[config.mk]
export PLATFORM = sky130hd
export DESIGN_NAME = fifo_push_arbiter
export DESIGN_NICKNAME = d
export VERILOG_FILES = /design/src/rtl/fifo_pkg.sv /design/src/rtl/fifo_rr_pick.sv /design/src/rtl/fifo_push_arbiter.sv
export SDC_FILE = /design/constraint.sdc
export NUM_CORES = 1
export LEC_CHECK = 0
export BUFFER_PORTS_ARGS = -buffer_cell sky130_fd_sc_hd__buf_4
export CORE_UTILIZATION = 45
export DETAILED_ROUTE_END_ITERATION = 8
export PLACE_DENSITY = 0.79
export SLEW_MARGIN = 20
export SYNTH_ARGS = -nofsm -noshare
export SYNTH_HDL_FRONTEND = slang
export SYNTH_SLANG_ARGS = --single-unit
[constraint.sdc]
create_clock -name clk -period 2.6 [get_ports clk]
set_input_delay 0.26 -clock clk [delete_from_list [all_inputs] [get_ports clk]]
set_output_delay 0.26 -clock clk [all_outputs]
set_load 0.02 [all_outputs]
[src/rtl/fifo_pkg.sv]
// Shared FIFO types plus the push-side arbiter state encoding and index helper.
package fifo_pkg;

    localparam int unsigned DATA_W = 8;

    typedef logic [DATA_W-1:0] data_t;

    typedef enum logic {
        NO_PUSH = 1'b0,
        PUSH    = 1'b1
    } push_e_t;

    typedef enum logic {
        IDLE = 1'b0,
        OWN  = 1'b1
    } arb_state_e_t;

    // Index of the set bit in a one-hot vector; 0 for an all-zero vector.
    function automatic int unsigned onehot_to_idx(input logic [31:0] oh);
        int unsigned idx;
        idx = 0;
        for (int unsigned i = 0; i < 32; i++) begin
            if (oh[i]) idx = i;
        end
        return idx;
    endfunction

endpackage

[src/rtl/fifo_rr_pick.sv]
// Round-robin picker: first set request at or after start_i, ascending with wrap.
module fifo_rr_pick
    import fifo_pkg::*;
#(
    parameter int unsigned N_REQ = 4
) (
    input  logic [N_REQ-1:0]         req_i,
    input  logic [$clog2(N_REQ)-1:0] start_i,
    output logic                     valid_o,
    output logic [$clog2(N_REQ)-1:0] idx_o
);
    localparam int unsigned IDX_W = $clog2(N_REQ);

    logic [IDX_W-1:0] cand;

    // Walk the scan order backwards so the earliest candidate is written last.
    always_comb begin
        valid_o = 1'b0;
        idx_o   = '0;
        cand    = '0;
        for (int i = int'(N_REQ) - 1; i >= 0; i--) begin
            cand = IDX_W'((32'(start_i) + 32'(i)) % N_REQ);
            if (req_i[cand]) begin
                valid_o = 1'b1;
                idx_o   = cand;
            end
        end
    end

endmodule

[src/rtl/fifo_push_arbiter.sv]
// Shares one FIFO write port among N_REQ producers: round-robin grants with
// a bounded burst per grant and zero-bubble handoff between owners.
module fifo_push_arbiter
    import fifo_pkg::*;
#(
    parameter int unsigned N_REQ     = 4,
    parameter int unsigned MAX_BURST = 4
) (
    input  logic             clk,
    input  logic             rst,
    input  logic [N_REQ-1:0] req_i,
    input  data_t            data_i [N_REQ],
    output logic [N_REQ-1:0] ack_o,
    output logic [N_REQ-1:0] grant_o,
    output push_e_t          push,
    output data_t            data_in,
    input  logic             full
);
    localparam int unsigned IDX_W = $clog2(N_REQ);
    localparam int unsigned CNT_W = (MAX_BURST > 1) ? $clog2(MAX_BURST) : 1;

    arb_state_e_t     state_q;
    logic [N_REQ-1:0] grant_q;
    logic [CNT_W-1:0] burst_q;
    logic [IDX_W-1:0] last_q;

    logic [IDX_W-1:0] owner;
    logic [IDX_W-1:0] pick_start;
    logic [IDX_W-1:0] pick_idx;
    logic             pick_valid;
    logic             own;
    logic             push_c;
    logic             last_word;
    logic             exit_c;
    logic [N_REQ-1:0] masked_req;
    logic [N_REQ-1:0] pick_req;

    function automatic logic [IDX_W-1:0] wrap_inc(input logic [IDX_W-1:0] idx);
        return (idx == IDX_W'(N_REQ - 1)) ? '0 : IDX_W'(idx + 1'b1);
    endfunction

    // An owner that just spent its last burst word steps aside unless nobody else wants the port.
    always_comb begin
        owner      = IDX_W'(onehot_to_idx(32'(grant_q)));
        own        = (state_q == OWN);
        push_c     = own && req_i[owner] && !full;
        last_word  = (burst_q == CNT_W'(MAX_BURST - 1));
        exit_c     = own && (!req_i[owner] || (push_c && last_word));
        masked_req = (push_c && last_word) ? (req_i & ~grant_q) : req_i;
        pick_req   = (masked_req != '0) ? masked_req : req_i;
        pick_start = own ? wrap_inc(owner) : wrap_inc(last_q);
    end

    fifo_rr_pick #(
        .N_REQ (N_REQ)
    ) u_pick (
        .req_i   (pick_req),
        .start_i (pick_start),
        .valid_o (pick_valid),
        .idx_o   (pick_idx)
    );

    assign push    = push_c ? PUSH : NO_PUSH;
    assign ack_o   = push_c ? grant_q : '0;
    assign data_in = own ? data_i[owner] : '0;
    assign grant_o = grant_q;

    always_ff @(posedge clk or posedge rst) begin
        if (rst) begin
            state_q <= IDLE;
            grant_q <= '0;
            burst_q <= '0;
            last_q  <= IDX_W'(N_REQ - 1);
        end else begin
            case (state_q)
                IDLE: begin
                    if (pick_valid) begin
                        state_q <= OWN;
                        grant_q <= N_REQ'(1) << pick_idx;
                        burst_q <= '0;
                    end
                end
                OWN: begin
                    if (exit_c) begin
                        last_q  <= owner;
                        burst_q <= '0;
                        if (pick_valid) begin
                            grant_q <= N_REQ'(1) << pick_idx;
                        end else begin
                            state_q <= IDLE;
                            grant_q <= '0;
                        end
                    end else if (push_c) begin
                        burst_q <= burst_q + 1'b1;
                    end
                end
                default: begin
                    state_q <= IDLE;
                    grant_q <= '0;
                    burst_q <= '0;
                end
            endcase
        end
    end

endmodule

# Word-level counts from Yosys, hierarchy flattened
# Index checks and enable logic that the tools add are counted.
# totals
regBits	9
latch_bits	0
mem_bits_rw	0
rom_bits	0
out_inout_bits	17
mem_count	0
# classes
add_sub_neg	6
mul	0
div_mod_pow	0
order_cmp	6
eq_ne	6
shifts	1
n_mux	43
n_bitwise	4
reduce_logical	11
# ops
cell	count
$mux W2	12
$mux W4	6
$mux W8	3
$bmux W8 S2	1
$lt A2 B3 Y1 const B	5
$mux W1	13
$bmux W1 S2	5
$add A2 B1 Y2 const B	4
$pmux W4 S2	1
$eq A2 B2 Y1 const B	3
$reduce_and A2 Y1	3
$add A2 B2 Y2 const B	2
$and A4 B4 Y4	1
$logic_and A1 B1 Y1	4
$not A4 Y4	1
$pmux W2 S2	1
$reduce_bool A4 Y1	1
$shl A1 B2 Y4 const A	1
$ge A3 B3 Y1 const B	1
$ne A3 B1 Y1 const B	1
$not A2 Y3	1
$logic_not A1 Y1	2
$ne A2 B1 Y1 const B	1
$ne A2 B2 Y1 const B	1
3 further kinds	3

# Logic depth before layout (Yosys ltp)
# Gate-level depths: netlist (run 1).
# depth
word_depth	21
mapped_depth	7
mapped_depth_nobuf	7

# Cells and area by module
# From an unflattened synthesis (run 1), not the netlist that was laid out.
# unflattened
hier_cells	136
area_unflattened_um2	1088.5
# by_module_without_submodules
module	instances	cells_per_inst	area_each_um2	seq_area_each_um2
fifo_push_arbiter	1	123	1011.0	227.7
fifo_rr_pick	1	13	77.6	0.0

# Worst setup path before layout (run 1)
# Ideal clock, no wire load.
# synth_timing
path_kind	reg-to-output
startpoint	register grant_q[1], in the netlist grant_o[1]
endpoint	output port ack_o[0]
t_arrival_ns	2.215
slack_ns	0.125
path_stages_with_launch	7
path_cell_list	dfrtp_1 -> buf_6 -> mux2i_1 -> a221oi_4 -> inv_1 -> nor3b_1 -> and2_1
# synth_via
elab_chain_len	8
# synth_rtl
element	line	rtl
start: declaration	fifo_push_arbiter.sv:23	logic [N_REQ-1:0] grant_q;
start signal: assignment	fifo_push_arbiter.sv:79	grant_q <= N_REQ'(1) << pick_idx;
start signal: assignment	fifo_push_arbiter.sv:88	grant_q <= N_REQ'(1) << pick_idx;
$mux W1	fifo_pkg.sv:23	if (oh[i]) idx = i;
$mux W2 (2 in series)	fifo_pkg.sv:23	
$bmux W1 S2	fifo_push_arbiter.sv:46	push_c = own && req_i[owner] && !full;
$mux W1 (not written as such)	fifo_push_arbiter.sv:46	
$logic_and A1 B1 Y1 (2 in series)	fifo_push_arbiter.sv:46	
$mux W4	fifo_push_arbiter.sv:64	assign ack_o = push_c ? grant_q : '0;
end: declaration	fifo_push_arbiter.sv:13	output logic [N_REQ-1:0] ack_o,
# No other way between the ends. The select of a mux whose other input is x is not followed.

# Worst setup path in the final report (run 1)
# layout_timing
startpoint	register grant_q[3], in the netlist grant_o[3]
endpoint	register burst_q[1]
# layout_via
elab_chain_len	17
elab_cells_between_ends	38
classes_between	4 x add/sub; 3 x eq/ne; 21 x mux; 2 x bitwise; 8 x reduce/logical
# layout_rtl
element	line	rtl
$mux W2	fifo_pkg.sv:23	
$bmux W1 S2	fifo_push_arbiter.sv:46, fifo_push_arbiter.sv:48	
$mux W1 (not written as such)	fifo_push_arbiter.sv:46, fifo_push_arbiter.sv:48	
$logic_and A1 B1 Y1 (2 in series)	fifo_push_arbiter.sv:46	
$logic_and A1 B1 Y1	fifo_push_arbiter.sv:48, fifo_push_arbiter.sv:49	
$mux W4	fifo_push_arbiter.sv:49	masked_req = (push_c && last_word) ? (req_i & ~grant_q) : req_i;
$reduce_bool A4 Y1	fifo_push_arbiter.sv:50	pick_req = (masked_req != '0) ? masked_req : req_i;
$mux W4	fifo_push_arbiter.sv:50	
$bmux W1 S2	fifo_rr_pick.sv:23	if (req_i[cand]) begin
$mux W1 (not written as such)	fifo_rr_pick.sv:23	
$mux W1 (4 in series)	fifo_rr_pick.sv:23	
$ne A2 B2 Y1 (no line)	n/a	
$reduce_and A2 Y1 (no line)	n/a	
end signal: assignment	fifo_push_arbiter.sv:94	burst_q <= burst_q + 1'b1;
end: declaration	fifo_push_arbiter.sv:24	logic [CNT_W-1:0] burst_q;
# Parallel ways exist; a longest one is shown, timed or not. The select of a mux whose other input is x is not followed.
# A chain may end at the register's enable or synchronous reset.

==> results of run 1 <==
## per-stage QoR
stage / total power, mW / hold WS (ns)
final: 1.67 / 0.323
after global placement: 1.52 / 0.243
after detailed placement: 1.55 / 0.263
after floorplan: 1.14 / 0.0865
after CTS: 1.67 / 0.317
after global routing: 1.79 / 0.353
## sequential cells by signal, summed over array words and instances, names as in the netlist
| name | flops |
|---|---|
| grant_o | 4 |
| burst_q | 2 |
| last_q | 2 |
| own | 1 |
## layout by cell type (no fill, tap or decap), types with 2 or more instances in the layout
| master | synthesis | final |
|---|---|---|
| buf_4 | 0 | 61 |
| nand2_1 | 16 | 16 |
| o21ai_0 | 14 | 14 |
| and2_1 | 13 | 13 |
| a21oi_1 | 12 | 12 |
| nor2_1 | 11 | 11 |
| mux2i_1 | 9 | 9 |
| inv_1 | 7 | 7 |
| dfrtp_1 | 7 | 7 |
| nor2b_1 | 4 | 4 |
| clkbuf_4 | 0 | 3 |
| o21bai_1 | 2 | 2 |
| o22ai_1 | 2 | 2 |
| o31ai_1 | 2 | 2 |
| o21a_1 | 2 | 2 |
| a32o_1 | 2 | 2 |
| dfstp_2 | 2 | 2 |
## final timing paths
path,endpoint,slack (ns),cells after the start
max,burst_q[1],0.18,6
min,burst_q[0],0.32,3
max reg2reg,burst_q[1],0.18,6
min reg2reg,last_q[0],0.50,2
max in group asynchronous,last_q[0],1.77,3
min in group asynchronous,own,0.52,3
## layout make-up
type                    count  area, sq um
multi-input cells         114          782
fillers                   198          689
repair buffers             62          468
flip-flops and latches      9          228
well taps                  28         35.0
clock buffers               4         26.3
inverters                   7         26.3
## power groups by stage
stage / Sequential [mW] / Combinational, mW / Clock [mW]
3_3_place_gp: 0.282 / 1.24 / 0
6_report: 0.287 / 1.27 / 0.110
4_1_cts: 0.285 / 1.27 / 0.114
5_1_grt: 0.298 / 1.38 / 0.116
3_5_place_dp: 0.288 / 1.26 / 0
2_1_floorplan: 0.279 / 0.863 / 0
## kinds of logic (layout without fill, tap and decap cells)
| kind of cell | after synthesis | after routing |
|---|---|---|
| multiplexers | 11 | 11 |
| adder cells (fa/ha/maj) | 1 | 1 |
| flip-flops | 9 | 9 |
| XOR/XNOR | 1 | 1 |
| AND/OR/NAND/NOR | 57 | 57 |
| buffers and inverters | 16 | 73 |
| AO/OA/AOI/OAI | 44 | 44 |
## critical path, delay by kind of cell (launching register included)
family | cells | cell delay (ns)
mux | 1 | 0.30
simple gates | 2 | 0.58
compound gates | 3 | 0.82
flops | 1 | 0.61
## routing by layer
| layer | global-route usage [%] | routed length, microns | vias to the layer above |
|---|---|---|---|
| li1 | - | - | 610 |
| met1 | 24.7 | 1190 | 553 |
| met2 | 46.5 | 1530 | 68 |
| met3 | 3.87 | 334 | 8 |
| met4 | 8.11 | 40 | 0 |
| met5 | 0 | 0 | - |
## timing repair
item / in CTS / in global routing
hold buffers: 1 / 0
resized for setup: 0 / 1
endpoints found under the setup margin: 0 / 4
endpoints found under the hold margin: 7 / 0
==> impl_metrics.toml, run 1 <==
[run_status]
outcome = "finished, final reports clean"

[clock_network]
clk_latency_ns = 0.27
cts_tree = "done"
post-cts-setup-buffers = 0
clk_pin_slew_ns = 0.06
cts-root-buf = "clkbuf_4"
cts-htree-levels = 1
cts_max_path_buffers = 2
cts_sinks = 9
numCtsBuffers = 3

[setup_path]
critPathCaptureType = "flip-flop"
cp_slowest_cell = "dfrtp_1"
path_max_fanout = 13
crit_start = "grant_o[3]"
critPathArrivalTime_ns = 2.57
start_kind = "flip-flop"
crit_required_ns = 2.75
rr_startpoint = "grant_o[3]"
path_class = "flip-flop to flip-flop"
cpPeakStageDelay_ns = 0.61
crit_chain = "nor2_1 > a221oi_4 > a41oi_2 > or3_4 > o21a_1 > mux2_4"

[cells_and_area]
syn_to_final_growth_pct = 43.6
n_antenna_cell = 0
drive_gt1_share_pct = 39.3
finalNonFillerCells = 224
utilization_pct = 69.4
nets = 237
final_cell_area_sq_um = 1570

[synth]
synth_cell_types = 43
syn_nets = 179
syn_area_per_cell_sq_um = 7.84
synth_top_family_by_area = "compound AO/OA/AOI/OAI gates"
synth_simple_gate_area_share_pct = 28.8
synth_top_cell_by_area = "dfrtp_1"
synth.most_common_cell = "nand2_1"
synth-adder-area-share_pct = 1.15
synth_ff_type = "dfrtp_1"
syn-cell-area_sq_um = 1090
synth_xor_area_share_pct = 0.804
ys_seq_area_share_pct = 20.9
synth_compound_area_share_pct = 29.9
netlist.area_leader.share_pct = 16.1
syn_inst = 139
yosysWarnings = 0
synth.area.top_cells = "dfrtp_1, mux2i_1, and2_1"
synth-edff-count = 0
ys_top_cells_by_count = "nand2_1, o21ai_0, and2_1"
muxShareOfSynthArea_pct = 10.7
async_reset_ff_share_pct = 100
ys_ff_latch = 9

[floorplanning]
num_rows = 17
coreArea_sq_um = 2250
die_x_microns = 51.2
die_h_microns = 51.2
start_util_pct = 48.3
io_pins = 56
dieArea_sq_um = 2620

[place]
placed_area_sq_um = 1520
numPortBuffers = 55
gp_congestion = 0.953
dp.cells = 219
place_ws_ns = 0.193
hpwl_microns = 2490

[flow_run]
drv_cap = 0

[pwr]
switching_share_pct = 49.2
cellLeakagePower_nw = 0.743
combPwrFrac_pct = 76.2
p_per_area_nw_per_um2 = 1060
peakVddDrop_mv = 0.717
switchingPower_mw = 0.821
intPower_mw = 0.846
clockPowerShare_pct = 6.6
power_frac_seq_pct = 17.2

[sta]
setup_viol = 0
tns_ns = 0
grt_setup_unrepaired = "false"
tightestPinTransition_ns = 0.437
slew_headroom_pct = 70.9
fin_worst_skew_ns = 0.00460
clock.fmax_ghz = 0.413
hold_viol = 0
fin_ws_ns = 0.178
final_period_minus_worst_setup_slack_ns = 2.42
fin_crit_sh_pct = 93.1
drv_slew = 0

[detailed_routing]
postRouteWirelength_microns = 3100
dr.first_iter.drc_count = 17
via_per_inst = 5.53
vias = 1239
wl_per_cell_microns = 13.8
route.antenna.remaining_nets = 0
first_pass_iters = 4
route.detailed.drc = 0

[global_routing]
grt_pass1_wl_microns = 4690
grt_pass1_vias = 1091
grt_antenna_before_repair = 0
grt_max_degree = 19
grt_usage_pct = 23.6
grt_overflow = 0

[hold_path]
worstHoldStart = "full"
holdCritPathClass = "primary input to flip-flop"
(Power assumes the default switching activity.)
==> run 2: changes to the inputs <==
ABC_AREA = 1   (was not set)
==> impl_metrics.toml, run 2 <==
[run_status]
outcome = "finished, final reports clean"

[detailed_routing]
vias = 1500
first_pass_iters = 4
dr.first_iter.drc_count = 64
wl_per_cell_microns = 13.1
route.antenna.remaining_nets = 0
route.detailed.drc = 0
via_per_inst = 5.15
postRouteWirelength_microns = 3800

[flow_run]
drv_cap = 0

[setup_path]
critPathArrivalTime_ns = 2.60
critPathCaptureType = "flip-flop"
start_kind = "flip-flop"
path_class = "flip-flop to flip-flop"
crit_required_ns = 2.76
path_max_fanout = 8

[global_routing]
grt_overflow = 0
grt_antenna_before_repair = 0
grt_max_degree = 13
grt_pass1_wl_microns = 5740
grt_usage_pct = 28.3
grt_pass1_vias = 1244

[clock_network]
cts-root-buf = "clkbuf_4"
clk_pin_slew_ns = 0.06
cts_max_path_buffers = 2
cts-htree-levels = 1
clk_latency_ns = 0.26
cts_sinks = 9
numCtsBuffers = 3
cts_tree = "done"

[synth]
synth_cell_types = 25
synth_compound_area_share_pct = 19.0
ys_seq_area_share_pct = 19.9
synth_top_cell_by_area = "dfrtp_1"
ys_top_cells_by_count = "nand2_1, nor2_1, o21ai_0"
syn_area_per_cell_sq_um = 5.78
synth.most_common_cell = "nand2_1"
synth-edff-count = 0
syn_inst = 198
muxShareOfSynthArea_pct = 0
synth_xor_area_share_pct = 0.766
synth_top_family_by_area = "simple AND/OR/NAND/NOR gates"
yosysWarnings = 0
synth_ff_type = "dfrtp_1"
synth.area.top_cells = "dfrtp_1, nand2_1, nor2_1"
async_reset_ff_share_pct = 100
netlist.area_leader.share_pct = 15.3
ys_ff_latch = 9
syn_nets = 238
synth_simple_gate_area_share_pct = 50.7
syn-cell-area_sq_um = 1140
synth-adder-area-share_pct = 1.09

[cells_and_area]
final_common_cell = "buf_4"
drive_gt1_share_pct = 41.1
largest_reg_flops = 4
nets = 304
n_antenna_cell = 0
mostFrequentLayoutCells = "buf_4, nor2_1, nand2_1, o21ai_0, inv_1"
final_cell_area_sq_um = 1730
syn_to_final_growth_pct = 51.1

[pwr]
finalPower_mw = 2.30
peakVddDrop_mv = 0.964
cellLeakagePower_nw = 0.912
p_per_area_nw_per_um2 = 1330

[floorplanning]
coreArea_sq_um = 2300
dieArea_sq_um = 2750
io_pins = 56
num_rows = 17
die_h_microns = 52.4
die_x_microns = 52.4
start_util_pct = 49.8

[place]
placed_area_sq_um = 1600
hpwl_microns = 2890
gp_congestion = 0.899
numPortBuffers = 55

[sta]
hold_slack_ns = 0.500
tightestPinTransition_ns = 0.397
final_period_minus_worst_setup_slack_ns = 2.45
tns_ns = 0
fin_worst_skew_ns = 0.000959
slew_headroom_pct = 73.5
fin_crit_sh_pct = 94.1
setup_viol = 0
hold_viol = 0
grt_setup_unrepaired = "true"
clock.fmax_ghz = 0.409
drv_slew = 0

[hold_path]
holdCritPathClass = "flip-flop to flip-flop"
run 2: what timing repair did:
action,4_1_cts,5_1_grt
hold endpoints to repair,7,0
setup buffers,0,4
endpoints found under the setup margin,0,6
resized for setup,0,18
hold buffers,1,0
run 2: final timing paths:
check | start | to | slack [ns] | cells after the start
setup / recovery | grant_o[2] | grant_o[3] | 0.15 | 20
hold / removal | last_q[1] | last_q[1] | 0.50 | 2
setup reg to reg | grant_o[2] | grant_o[3] | 0.15 | 20
hold reg to reg | last_q[1] | last_q[1] | 0.50 | 2
max in group asynchronous | rst | last_q[1] | 1.80 | 3
min in group asynchronous | rst | burst_q[0] | 0.51 | 3
run 2: final cells by class:
cell class              count  area [sq um]
multi-input cells         165           873
fillers                   183           569
flip-flops and latches      9           229
repair buffers             64           483
well taps                  28          35.0
clock buffers               4          26.3
inverters                  21          81.3
run 2: per-stage QoR:
stage / instances / setup WS, ns / utilization, %
6_report: 291 / 0.153 / 75.2
5_1_grt: 291 / -0.0202 / 75.2
4_1_cts: 287 / 0.0722 / 71.4
3_5_place_dp: 282 / 0.124 / 69.8
3_3_place_gp: 282 / 0.139 / 69.8
2_1_floorplan: 198 / 0.205 / -
run 2: logic make-up (layout without fill, tap and decap cells):
logic type,count (synthesis),after routing
XOR/XNOR,1,1
buffers and inverters,24,89
flip-flops,9,9
adder cells (fa/ha/maj),1,1
AO/OA/AOI/OAI,39,39
AND/OR/NAND/NOR,124,124
run 2: critical path, stage by stage, from the launching register on:
cell and delay, ns:
dfrtp_2 0.45, inv_2 0.08, nand2_2 0.09, nand2_4 0.07, nand2_1 0.06, nand2_2 0.08
nand3_4 0.10, nor2_8 0.17, nand3_1 0.10, nand2_2 0.11, nand2_1 0.09, nor2_4 0.15
nand2_1 0.09, nand3_1 0.11, nand3_1 0.13, nand3_2 0.11, nand2_1 0.08, nand2_2 0.10
nand2_2 0.06, nand3_1 0.08, nand2_1 0.05
run 2: where the power goes:
group / switching [mW] / leakage [nW] / total (mW) / internal (mW)
registers: 0.0663 / 0.106 / 0.280 / 0.213
logic: 1.20 / 0.791 / 1.91 / 0.716
clock network: 0.0511 / 0.0150 / 0.110 / 0.0593
run 2: metal layers:
layer / vias up / GRT usage (%) / part of all wire, %
li1: 774 / - / -
met1: 658 / 41.8 / 48
met2: 65 / 40.7 / 41
met3: 3 / 5.22 / 10
met4: 0 / 9.21 / 0.71
met5: - / 0 / 0
==> run 3: changes to the inputs <==
BUFFER_PORTS_ARGS = -buffer_cell sky130_fd_sc_hd__buf_2   (was -buffer_cell sky130_fd_sc_hd__buf_4)
==> impl_metrics.toml, run 3 (synthesized netlist as in run 2, its figures left out) <==
[run_status]
outcome = "finished, final reports clean"

[floorplanning]
die_h_microns = 52.4
coreArea_sq_um = 2300
io_pins = 56
start_util_pct = 49.8
die_x_microns = 52.4
dieArea_sq_um = 2750
num_rows = 17

[place]
numPortBuffers = 55
dp.cells = 282
gp_congestion = 0.856
placed_area_sq_um = 1470
hpwl_microns = 2750

[detailed_routing]
vias = 1595
wl_per_cell_microns = 13.8
via_per_inst = 5.48
first_pass_iters = 5
postRouteWirelength_microns = 4030
route.antenna.remaining_nets = 0
route.detailed.drc = 0
dr.first_iter.drc_count = 90

[cells_and_area]
n_antenna_cell = 0
utilization_pct = 71.6
drive_gt1_share_pct = 46.0
nets = 304
final_common_cell = "buf_2"
syn_to_final_growth_pct = 43.9
mostFrequentLayoutCells = "buf_2, nor2_1, nand2_1, o21ai_0, nand2_2"
finalNonFillerCells = 291
final_cell_area_sq_um = 1650
largest_reg_flops = 4

[global_routing]
grt_overflow = 0
grt_max_degree = 13
grt_pass1_wl_microns = 5510
grt_antenna_before_repair = 0
grt_usage_pct = 26.7
grt_pass1_vias = 1228

[setup_path]
crit_required_ns = 2.81
cpPeakStageDelay_ns = 0.44
path_class = "flip-flop to flip-flop"
reg2reg_to = "grant_o[1]"
cp_slowest_cell = "dfrtp_2"
crit_chain = "inv_2 > nand2_4 > nand2_4 > nand2_1 > nand2_2 > nand3_4 > nor2_8 > nand3_2 > nand2_2 > nand2_2 > nor2_4 > nand2_2 > nand3_2 > nand2_2 > o21ai_2 > inv_2 > nand2_1 > nand2_2 > nand2_2 > nand3_1 > nand2_1"
start_kind = "flip-flop"
critPathArrivalTime_ns = 2.76
worstPathBufferInverterCount = 2
path_max_fanout = 8
crit_top_cell = "nand2_2"
reg2reg_slack_ns = 0.05
critPathCaptureType = "flip-flop"
crit_family = "simple AND/OR/NAND/NOR gates"
rr_startpoint = "grant_o[2]"
reg2reg_depth = 21

[pwr]
finalPower_mw = 2.27
cellLeakagePower_nw = 0.879
peakVddDrop_mv = 0.797
p_per_area_nw_per_um2 = 1380

[hold_path]
holdCritPathClass = "primary input to async pin"

[sta]
fin_worst_skew_ns = 0.00775
hold_viol = 0
final_period_minus_worst_setup_slack_ns = 2.55
tightestPinTransition_ns = 0.426
slew_headroom_pct = 71.6
clock.fmax_ghz = 0.392
setup_viol = 0
drv_slew = 0
hold_slack_ns = 0.485
fin_crit_sh_pct = 98.0

[flow_run]
drv_cap = 0

[clock_network]
cts-root-buf = "clkbuf_4"
cts-htree-levels = 1
numCtsBuffers = 3
cts_sinks = 9
cts_tree = "done"
clk_latency_ns = 0.27
clk_pin_slew_ns = 0.06
cts_max_path_buffers = 2
==> run 3: changes by cell type in the layout (fill, tap and decap cells not counted), moves of 2 or more <==
cell / previous run / this run
buf_2: 0 / 55
nand3_2: 9 / 13
buf_4: 63 / 8
nand2_4: 1 / 3
nand2_1: 38 / 30
nand3_1: 14 / 10
nand2_2: 14 / 20
==> run 3: cell type report <==
class / instances / area (sq um)
Fill cell: 194 / 652
Clock buffer: 4 / 26.3
Timing Repair Buffer: 64 / 345
Sequential cell: 9 / 230
Tap cell: 28 / 35.0
Multi-Input combinational cell: 165 / 925
Inverter: 21 / 83.8
==> run 3: layer usage <==
metal / vias up / wire length, microns / global-route usage, %
met5: - / 0 / 0
met1: 711 / 1750 / 41.3
met2: 100 / 1760 / 39.7
met3: 11 / 453 / 3.48
met4: 0 / 64 / 3.95
li1: 773 / - / -
==> run 3: through the flow <==
stage	worst slack, ns	TNS [ns]
2_1_floorplan	0.205	0
3_3_place_gp	0.189	0
3_5_place_dp	0.141	0
4_1_cts	0.0989	0
5_1_grt	-0.120	-0.474
6_report	0.0511	0
==> run 3: worst reg2reg max path, cell delays in order, from the launching register on <==
cell and delay, ns:
dfrtp_2 0.44, inv_2 0.10, nand2_4 0.07, nand2_4 0.06, nand2_1 0.09, nand2_2 0.11
nand3_4 0.10, nor2_8 0.20, nand3_2 0.09, nand2_2 0.14, nand2_2 0.09, nor2_4 0.13
nand2_2 0.10, nand3_2 0.10, nand2_2 0.10, o21ai_2 0.15, inv_2 0.05, nand2_1 0.08
nand2_2 0.07, nand2_2 0.08, nand3_1 0.07, nand2_1 0.07
==> run 3: repair_timing <==
| item | in CTS | in global routing |
|---|---|---|
| resized for setup | 0 | 34 |
| hold endpoints to repair | 7 | 0 |
| setup endpoints to repair | 0 | 6 |
| hold buffers | 1 | 0 |
| buffers inserted | 0 | 4 |
==> run 3: worst max-delay path by stage <==
stage,startpoint,end,slack (ns),cells after the start
after detailed placement,grant_o[3],grant_o[3],0.14,18
after floorplan,grant_o[3],grant_o[2],0.21,19
after global placement,grant_o[3],grant_o[1],0.19,18
final,grant_o[2],grant_o[1],0.05,21
after global routing,grant_o[2],grant_o[3],-0.12,21
after CTS,grant_o[3],burst_q[0],0.1,18
==> run 3: power breakdown <==
group,internal (mW),switching (mW),leakage (nW)
registers,0.214,0.0677,0.104
clock network,0.0592,0.0504,0.0150
logic,0.634,1.24,0.760
